$ cat src/rtl/output_buffer_pkg.sv
// Shared types and sizing for the FIR output buffer.
package output_buffer_pkg;

    localparam int unsigned DATA_W       = 32;
    localparam int unsigned DEPTH        = 16;
    localparam int unsigned PTR_W        = 4;
    localparam int unsigned START_THRESH = 8;
    localparam int unsigned IDLE_TIMEOUT = 16;
    localparam int unsigned IDLE_W       = 5;
    localparam int unsigned BUS_W        = DATA_W + 1;

    // Sample bus: valid-qualified 32-bit word, valid in the MSB.
    typedef struct packed {
        logic              valid;
        logic [DATA_W-1:0] data;
    } data_bus_t;

    localparam logic OB_FILL   = 1'b0;
    localparam logic OB_STREAM = 1'b1;

endpackage

$ cat src/rtl/output_buffer.sv
// Elastic output FIFO for the FIR core: pre-fills to a threshold, then streams
// under valid/ready; a short tail is flushed once input stays idle long enough.
module output_buffer
    import output_buffer_pkg::*;
(
    input  logic             clk,
    input  logic             rst_n,
    input  logic [BUS_W-1:0] data_in,
    input  logic             out_ready,
    input  logic             clear_ovf,
    output logic [BUS_W-1:0] data_out,
    output logic [PTR_W:0]   level,
    output logic             overflow
);

    data_bus_t         din;
    data_bus_t         dout;

    logic [DATA_W-1:0] mem_q [DEPTH];
    logic [PTR_W-1:0]  wr_ptr_q, wr_ptr_d;
    logic [PTR_W-1:0]  rd_ptr_q, rd_ptr_d;
    logic [PTR_W:0]    level_q, level_d;
    logic [IDLE_W-1:0] idle_q, idle_d;
    logic              state_q, state_d;
    logic              ovf_q, ovf_d;
    logic              pop, push, drop;

    assign din      = data_in;
    assign data_out = dout;
    assign level    = level_q;
    assign overflow = ovf_q;

    // Head of queue is presented combinationally; valid only while streaming.
    always_comb begin
        dout.valid = (state_q == OB_STREAM) && (level_q != '0);
        dout.data  = mem_q[rd_ptr_q];
    end

    // A full buffer still accepts a sample when the head leaves in the same cycle.
    always_comb begin
        pop      = dout.valid & out_ready;
        push     = din.valid & ((level_q != (PTR_W+1)'(DEPTH)) | pop);
        drop     = din.valid & ~push;
        level_d  = level_q + (PTR_W+1)'(push) - (PTR_W+1)'(pop);
        wr_ptr_d = push ? wr_ptr_q + PTR_W'(1) : wr_ptr_q;
        rd_ptr_d = pop  ? rd_ptr_q + PTR_W'(1) : rd_ptr_q;
        ovf_d    = ovf_q;
        if (drop) begin
            ovf_d = 1'b1;
        end else if (clear_ovf) begin
            ovf_d = 1'b0;
        end
    end

    // Fill/stream control, evaluated on the post-update occupancy.
    always_comb begin
        state_d = state_q;
        idle_d  = idle_q;
        case (state_q)
            OB_FILL: begin
                if (din.valid) begin
                    idle_d = '0;
                end else if (idle_q != IDLE_W'(IDLE_TIMEOUT)) begin
                    idle_d = idle_q + IDLE_W'(1);
                end
                if ((level_d >= (PTR_W+1)'(START_THRESH)) ||
                    ((idle_d >= IDLE_W'(IDLE_TIMEOUT)) && (level_d != '0))) begin
                    state_d = OB_STREAM;
                end
            end
            OB_STREAM: begin
                if (level_d == '0) begin
                    state_d = OB_FILL;
                    idle_d  = '0;
                end
            end
        endcase
    end

    always_ff @(posedge clk) begin
        if (!rst_n) begin
            wr_ptr_q <= '0;
            rd_ptr_q <= '0;
            level_q  <= '0;
            idle_q   <= '0;
            state_q  <= OB_FILL;
            ovf_q    <= 1'b0;
            for (int i = 0; i < int'(DEPTH); i++) begin
                mem_q[i] <= '0;
            end
        end else begin
            wr_ptr_q <= wr_ptr_d;
            rd_ptr_q <= rd_ptr_d;
            level_q  <= level_d;
            idle_q   <= idle_d;
            state_q  <= state_d;
            ovf_q    <= ovf_d;
            if (push) begin
                mem_q[wr_ptr_q] <= din.data;
            end
        end
    end

endmodule
$ cat config.mk
export PLATFORM = sky130hd
export DESIGN_NAME = output_buffer
export DESIGN_NICKNAME = d
export VERILOG_FILES = /design/src/rtl/output_buffer_pkg.sv /design/src/rtl/output_buffer.sv
export SDC_FILE = /design/constraint.sdc
export NUM_CORES = 1
export LEC_CHECK = 0
export BUFFER_PORTS_ARGS = -buffer_cell sky130_fd_sc_hd__buf_2
export CAP_MARGIN = 20
export CORE_ASPECT_RATIO = 1.2
export CORE_MARGIN = 2
export CORE_UTILIZATION = 61
export CTS_BUF_LIST = sky130_fd_sc_hd__clkbuf_8
export CTS_CLUSTER_DIAMETER = 30
export DETAILED_ROUTE_END_ITERATION = 10
export GPL_TIMING_DRIVEN = 0
export PLACE_DENSITY = 0.83
export SLEW_MARGIN = 20
export SYNTH_ARGS = -nofsm -noshare
export SYNTH_HDL_FRONTEND = slang
export SYNTH_SLANG_ARGS = --single-unit
$ cat constraint.sdc
create_clock -name clk -period 6.31 [get_ports clk]
set_input_delay 0.3155 -clock clk [delete_from_list [all_inputs] [get_ports clk]]
set_output_delay 0.3155 -clock clk [all_outputs]
set_load 0.005 [all_outputs]
==> flow_summary.yaml, run 1 <==
cells_and_area:
  layout.cells.most_common_list: "523 x sky130_fd_sc_hd__and2_1, 512 x sky130_fd_sc_hd__edfxtp_1, 160 x sky130_fd_sc_hd__mux4_2"
  finalCoreUtilization: 0.7258
  area.growth.synth_to_final_pct: 17.07
  drive_above_1_share: 0.2679
  mostFrequentLayoutCell: "sky130_fd_sc_hd__and2_1"
  layout.filler_cells: 2324
  num-nets-final: 1744
global_routing:
  antenna_found_initial: 3
  grt_first_pass_wirelength_mm: 91.62
  grt_pass1_vias: 14990
  grt_util_all_layers: 0.3150
  grt_overflow: 0
  grt_start_max_net_pins: 19
clocking:
  cts-root-to-sink-buffers: 3
  ctsHtreeMaxLevel: 3
  numCtsBuffers: 92
  cts_root_buf: "sky130_fd_sc_hd__clkbuf_8"
  cts_post_setup_buffers_inserted: 0
  clock_input_transition_at_the_sequential_cells_of_the_worst_setup_and_hold_paths_ns: 0.06
  tritoncts: "done"
  clock-sinks: 536
  clock_insertion_delay_worst_skew_ns: 0.68
drt:
  drtIter0Drc: 1632
  drt-total-wl_mm: 62.54
  vias_per_cell: 6.171
  drcViolationCount: 0
  vias: 14180
  detail_route.wl_per_cell_um: 27.21
  drt-pass1-iter-count: 6
  ant_nets: 0
critical_path:
  setup.worst_path.end_class: "primary output"
  critPathKind: "register to primary output"
  cp_max_fo: 10
  worst_ep_required_time_ns: 5.99
  critPathSlowestCell: "sky130_fd_sc_hd__clkbuf_1"
  r2r_cells: 15
  timing.critical_path.from_type: "register"
  timing.critical_path.buf_inv: 3
  worst_ep_arrival_time_ns: 3.62
  critPathMaxStageDelay_ns: 0.84
  timing.rr.start: "level[2]"
  critical_path.reg2reg.endpoint: "idle_q[1]"
  worst_path_dominant_cell_family: "buffers and inverters"
  reg2reg_slack_ns: 2.87
  timing.critical_path.cells: "clkbuf_1 -> clkbuf_1 -> mux4_2 -> mux4_2 -> buf_2"
sta:
  setup_total_negative_slack_ns: 0
  min_period_over_period: 0.6233
  finalCriticalPeriod_ns: 3.933
  rsz_0062_raised_after_global_routing: "no"
  tightestPinTransition_ns: 1.085
  maxSlewViolCount: 0
  skew_ns: 0.03242
  setup_viol_count_final: 0
  layout_setup_ws_ns: 2.377
  timing.fmax_ghz: 0.2542
  hold_slack_ns: 0.004938
  hold_viol: 0
  worst_slew_margin_rel: 0.2764
synthesis:
  syn_inst: 1472
  ys_dominant_reg_cell: "sky130_fd_sc_hd__edfxtp_1"
  syn_area_mm2: 0.02414
  ys_seq_elements: 536
  syn-num-nets: 1522
  synth_enable_flop_cells: 512
  synth.distinct_cells: 41
  synthesis.area_per_instance_um2: 16.40
  ys.warnings.count: 0
  synth_sequential_area_ratio: 0.6567
  synthArstFlopShare: 0
worst_hold_path:
  min_path_cells: 2
  holdCritStartpoint: "data_in[22]"
  min_path_type: "input port to register"
  min_delay_worst_endpoint: "mem_q[14][22]"
place:
  gp_congestion: 0.8171
  dp_hpwl_mm: 40.91
  io_buffer_count: 75
  placement.setup.worst_slack_ns: 2.869
floorplan:
  die_x_um: 185.6
  fp.coreArea_mm2: 0.03894
  num_io_pins: 76
  fp.dieH_um: 221.9
  floorplan.die_area_mm2: 0.04119
  initial_utilization: 0.6199
  num_rows: 79
pwr:
  powerDensity_mw_per_mm2: 319.0
  total_leakage_power_uw: 0.01048
  total_power_uw: 9016
  vdd.ir_drop.worst_mv: 0.2032
flow_run:
  drv_cap: 0
outcome:
  status: "finished, final reports clean"
==> synthesized netlist by cell type, types with 2 or more instances <==
cell | number | share of area
sky130_fd_sc_hd__nor2_2 | 4 | 0.0010
sky130_fd_sc_hd__nor2b_1 | 3 | 0.00078
sky130_fd_sc_hd__clkbuf_1 | 66 | 0.010
sky130_fd_sc_hd__nor3b_1 | 3 | 0.00093
sky130_fd_sc_hd__o21ai_0 | 18 | 0.0037
sky130_fd_sc_hd__inv_1 | 13 | 0.0020
sky130_fd_sc_hd__and2_1 | 523 | 0.14
sky130_fd_sc_hd__nor2_1 | 17 | 0.0026
sky130_fd_sc_hd__nand3_1 | 13 | 0.0027
sky130_fd_sc_hd__a21oi_1 | 3 | 0.00062
sky130_fd_sc_hd__ha_1 | 12 | 0.0062
sky130_fd_sc_hd__buf_1 | 3 | 0.00047
sky130_fd_sc_hd__edfxtp_1 | 512 | 0.64
sky130_fd_sc_hd__nand2b_1 | 3 | 0.00078
sky130_fd_sc_hd__dfxtp_1 | 24 | 0.020
sky130_fd_sc_hd__xnor2_1 | 7 | 0.0025
sky130_fd_sc_hd__nand3b_4 | 2 | 0.0017
sky130_fd_sc_hd__a21boi_0 | 3 | 0.00093
sky130_fd_sc_hd__o2bb2ai_1 | 2 | 0.00073
sky130_fd_sc_hd__mux4_2 | 160 | 0.15
sky130_fd_sc_hd__xor2_1 | 4 | 0.0015
sky130_fd_sc_hd__buf_2 | 50 | 0.010
sky130_fd_sc_hd__nand2_1 | 9 | 0.0014
==> how the worst max path moves through the flow <==
| stage | depth (start not counted) | start | slack [ns] | endpoint |
|---|---|---|---|---|
| after floorplan | 7 | level[2] | 2.36 | mem_q[12][0] |
| after global placement | 7 | level[2] | -0.69 | mem_q[14][6] |
| after detailed placement | 15 | level[2] | 2.87 | idle_q[1] |
| after CTS | 5 | register | 2.42 | data_out[15] |
| after global routing | 5 | register | 2.32 | data_out[15] |
| final | 5 | register | 2.38 | data_out[15] |
==> repair_timing <==
action / 4_1_cts / 5_1_grt
gates resized for setup: 0 / 0
setup endpoints to repair: 0 / 0
hold endpoints to repair: 97 / 0
hold buffers: 24 / 0
==> stage by stage <==
step	cell area, um2	cells
floorplan	24140	1472
global placement	25180	2073
detailed placement	26110	2102
CTS	28250	2295
global route	28260	2296
finish	28260	2298
==> final cells by class <==
type / count / area, um2 / area share
Inverter: 13 / 48.80 / 0.001726
Clock inverter: 72 / 573.1 / 0.02027
Clock buffer: 97 / 1335 / 0.04723
Timing Repair Buffer: 128 / 1364 / 0.04825
Buffer: 121 / 531.8 / 0.01881
Multi-Input combinational cell: 802 / 7891 / 0.2792
Sequential cell: 536 / 15860 / 0.5610
Tap cell: 526 / 658.1 / 0.02328
Antenna cell: 3 / 7.507 / 0.0002656
==> metal layers <==
metal | wire length, um | share of wire | global-route usage
met1 | 20870 | 0.33 | 0.3817
met2 | 31210 | 0.50 | 0.5132
met3 | 6841 | 0.11 | 0.07622
met4 | 3608 | 0.058 | 0.1897
met5 | 11 | 0.00018 | 0
==> sequential cells by signal, summed over array words and instances, names as in the netlist, named ones only <==
signal    cells
mem_q       512
idle_q        5
level         5
rd_ptr_q      4
wr_ptr_q      4
overflow      1
state_q       1
==> cells by family after synthesis <==
kind of cell / share of synthesized area
muxes: 0.1497
and+or+nand+nor: 0.1499
AOI/OAI and AO/OA: 0.008759
DFF: 0.6567
adders and majority gates: 0.007048
xor gates and xnor gates: 0.003990
buffers and inverters: 0.02389
==> where the power goes <==
group          leakage, uW  internal [uW]  switching, uW
registers          0.00549           4090           81.5
logic              0.00395            768            827
clock network      0.00104           1810           1440
total               0.0105           6670           2350
Power figures use the tool's default switching activity.
==> run 2, diff against run 1 <==
--- a/config.mk
+++ b/config.mk
@@ -5,6 +5,7 @@
 export SDC_FILE = /design/constraint.sdc
 export NUM_CORES = 1
 export LEC_CHECK = 0
+export ABC_AREA = 1
 export BUFFER_PORTS_ARGS = -buffer_cell sky130_fd_sc_hd__buf_2
 export CAP_MARGIN = 20
 export CORE_ASPECT_RATIO = 1.2
==> constraint.sdc (replaced) <==
create_clock -name clk -period 3.85 [get_ports clk]
set_input_delay 0.1925 -clock clk [delete_from_list [all_inputs] [get_ports clk]]
set_output_delay 0.1925 -clock clk [all_outputs]
set_load 0.005 [all_outputs]
==> run 2 against run 1 <==
Net effect:
- highest routed layer unchanged
- setup slack worse by 2.4 ns
- sequential power is 64% higher
- final cell count rose by 37%
- via count rose by 46%
- worst hold slack better by 0.025 ns
- clock power increased by 66%
- routed wire length up 34%
- the flow now finishes with violations (setup timing)
- utilization shrank 1.2 points
- global-route usage increased by 9.4 points
- total power is 80% higher
- combinational power grew 150%
- register-to-register slack lost 2.4 ns
==> flow_summary.yaml, run 2 <==
outcome:
  status: "complete, but fails checks"
  violated_checks: "setup timing"
synthesis:
  post_synth_most_frequent_cells: "915 x sky130_fd_sc_hd__nor2_1, 512 x sky130_fd_sc_hd__edfxtp_1, 290 x sky130_fd_sc_hd__o21ai_0"
  syn-num-nets: 2372
  ys.warnings.count: 0
  top_cells_by_area_in_the_synthesized_netlist: "sky130_fd_sc_hd__edfxtp_1 64%, sky130_fd_sc_hd__nor2_1 14%, sky130_fd_sc_hd__o21ai_0 6.1%, sky130_fd_sc_hd__o211ai_1 4.0%, sky130_fd_sc_hd__clkbuf_1 2.1%"
  synth_enable_flop_cells: 512
  synthArstFlopShare: 0
  top_area_cell_type_share_of_the_netlist_area: 0.6416
  synth.distinct_cells: 31
  synthesis.area_per_instance_um2: 10.32
  synth_sequential_area_ratio: 0.6616
  yosysTopAreaCell: "sky130_fd_sc_hd__edfxtp_1"
  ys_seq_elements: 536
  syn_area_mm2: 0.02396
  syn_inst: 2322
  synth.most_common_cell: "sky130_fd_sc_hd__nor2_1"
  ys_dominant_reg_cell: "sky130_fd_sc_hd__edfxtp_1"
critical_path:
  cp_max_fo: 10
  timing.critical_path.from_type: "register"
  cp_num_cells: 7
  r2r_cells: 11
  worst_setup_path_endpoint: "data_out[30]"
  worst_path_dominant_cell_family: "buffers and inverters"
  timing.critical_path.cells: "clkdlybuf4s15_1 -> clkbuf_1 -> o21ai_0 -> o211ai_1 -> nand3_1 -> nand2_1 -> buf_2"
  setup.worst_path.end_class: "primary output"
  critPathKind: "register to primary output"
  worst_ep_required_time_ns: 3.66
  critical_path.reg2reg.endpoint: "mem_q[15][26]"
  reg2reg_slack_ns: 0.46
  critPathMaxStageDelay_ns: 0.80
  worst_ep_arrival_time_ns: 3.72
  critPathSlowestCell: "sky130_fd_sc_hd__clkdlybuf4s15_1"
  timing.rr.start: "level[3]"
  timing.critical_path.buf_inv: 3
clocking:
  clock-sinks: 536
  cts-root-to-sink-buffers: 3
  clock_insertion_delay_worst_skew_ns: 0.71
  clock_input_transition_at_the_sequential_cells_of_the_worst_setup_and_hold_paths_ns: 0.06
  tritoncts: "done"
  numCtsBuffers: 92
  cts_root_buf: "sky130_fd_sc_hd__clkbuf_8"
  ctsHtreeMaxLevel: 3
global_routing:
  grt_start_max_net_pins: 33
  grt_overflow: 0
  antenna_found_initial: 1
  grt_pass1_vias: 20300
  grt_first_pass_wirelength_mm: 120.3
  grt_util_all_layers: 0.4092
sta:
  worst_slew_margin_rel: 0.1771
  skew_ns: 0.03257
  tightestPinTransition_ns: 1.234
  layout_setup_ws_ns: -0.06238
  setup_viol_count_final: 1
  min_period_over_period: 1.016
  rsz_0062_raised_after_global_routing: "no"
  finalCriticalPeriod_ns: 3.912
  maxSlewViolCount: 0
  hold_viol: 0
  hold_slack_ns: 0.02987
  timing.fmax_ghz: 0.2556
flow_run:
  drv_cap: 0
floorplan:
  initial_utilization: 0.6185
  num_rows: 79
  num_io_pins: 76
  fp.dieH_um: 221.1
  fp.coreArea_mm2: 0.03875
  die_x_um: 184.9
  floorplan.die_area_mm2: 0.04089
cells_and_area:
  final_cell_count_no_fill: 3139
  drive_above_1_share: 0.1175
  antenna_diode_count: 0
  mostFrequentLayoutCell: "sky130_fd_sc_hd__nor2_1"
  max_flop_register: "mem_q"
  layout.cells.most_common_list: "915 x sky130_fd_sc_hd__nor2_1, 512 x sky130_fd_sc_hd__edfxtp_1, 290 x sky130_fd_sc_hd__o21ai_0"
  largest_reg_flops: 512
  finalCoreUtilization: 0.7136
  layout.filler_cells: 2655
  area.growth.synth_to_final_pct: 15.39
  register_area_mm2: 0.01586
  num-nets-final: 2593
  multi_input_area_mm2: 0.007048
drt:
  ant_nets: 0
  drcViolationCount: 0
  met2WireLength_mm: 36.13
  met3RoutedLength_mm: 14.34
  routed_length_on_met1_mm: 25.28
  detail_route.wl_per_cell_um: 26.61
  vias_per_cell: 6.610
  drt-total-wl_mm: 83.53
  top_layer: "met5"
  vias: 20750
  drtIter0Drc: 4584
  drt-pass1-iter-count: 8
place:
  dp_hpwl_mm: 52.43
  gp_congestion: 0.9455
  number_of_placed_instances_with_taps_included: 2938
  io_buffer_count: 75
pwr:
  power.share.sequential: 0.422
  vdd.ir_drop.worst_mv: 0.3531
  total_leakage_power_uw: 0.01066
  comb_power_share: 0.244
  netSwitchingFraction: 0.3377
  pint_uw: 10730
  total_power_uw: 16200
  powerDensity_mw_per_mm2: 586.0
  p_clk_frac: 0.334
  p_sw_uw: 5473
worst_hold_path:
  min_path_type: "input port to register"
  min_path_cells: 4
-- run 2: changes by cell type in the layout (fill, tap and decap cells not counted), sizes merged, moves of 5 or more --
cell | previous run | this run
dlygate4sd3 | 24 | 37
nor2 | 21 | 918
o211ai | 0 | 130
nand2 | 10 | 85
nand3 | 14 | 67
mux4 | 160 | 0
inv | 37 | 82
clkbuf | 164 | 227
xnor2 | 7 | 2
and2 | 523 | 1
a21oi | 3 | 12
o21ai | 18 | 290
buf | 158 | 149
-- run 2: kinds of logic (layout without fill, tap and decap cells) --
kind of cell,after synthesis,count (layout),synth area share
AND/OR/NAND/NOR,1077,1077,0.1790
flip-flops,536,536,0.6616
AO/OA/AOI/OAI,433,433,0.1043
buffers and inverters,258,549,0.04615
adder cells (fa/ha/maj),13,13,0.007101
XOR/XNOR,5,5,0.001828
-- run 2: power groups by stage --
| stage | registers [uW] | clock network [uW] | logic (uW) |
|---|---|---|---|
| after global routing | 6860 | 5590 | 4180 |
| after CTS | 6830 | 5310 | 3750 |
| after global placement | 6950 | 0 | 3500 |
| after detailed placement | 6950 | 0 | 3680 |
| final | 6840 | 5410 | 3960 |
| after floorplan | 6910 | 0 | 2160 |
-- run 2: area by class of cell --
class                           count  share of cell area
Inverter                           68            0.009231
Tap cell                          526             0.02380
Buffer                            190             0.03118
Sequential cell                   536              0.5734
Clock inverter                     67             0.02005
Timing Repair Buffer              127             0.03919
Clock buffer                       97             0.04828
Multi-Input combinational cell   1528              0.2549
-- run 2: repair_timing --
action,CTS,global route
resized for setup,0,8
hold buffers,37,0
hold endpoints to repair,200,0
buffers inserted,0,0
setup endpoints to repair,0,3
-- run 2: per-stage QoR --
step	cell area, um2	setup TNS [ns]	setup slack, ns
floorplan	23960	0	1.168
global placement	25000	-39.68	-0.3793
detailed placement	25380	0	0.5590
CTS	27640	0	0.09431
global route	27650	0	0.04603
finish	27650	-0.06238	-0.06238
-- run 2: worst min-delay path by stage --
stage	to	slack, ns	startpoint
after floorplan	wr_ptr_q[0]	0.33	rst_n
after CTS	rd_ptr_q[3]	0.01	out_ready
after detailed placement	overflow	0.46	clear_ovf
after global placement	overflow	0.46	clear_ovf
final	rd_ptr_q[3]	0.03	out_ready
after global routing	rd_ptr_q[3]	0.08	out_ready
-- run 2: worst register-to-register path, stage by stage (launching register included) --
cell                       delay [ns]
sky130_fd_sc_hd__dfxtp_1         0.32
sky130_fd_sc_hd__inv_1           0.10
sky130_fd_sc_hd__ha_1            0.15
sky130_fd_sc_hd__nand2_1         0.05
sky130_fd_sc_hd__nor2_1          0.17
sky130_fd_sc_hd__o211ai_2        0.13
sky130_fd_sc_hd__nand2_2         0.22
sky130_fd_sc_hd__nor2_8          0.07
sky130_fd_sc_hd__nand3_1         0.34
sky130_fd_sc_hd__clkbuf_1        0.59
sky130_fd_sc_hd__nand2_2         0.62
sky130_fd_sc_hd__buf_16          0.38
-- run 2: metal layers --
layer	global-route usage	vias up
met4	0.3088	4
met3	0.1491	629
met5	0.001212	-
li1	-	8416
met2	0.6037	2281
met1	0.4901	9418
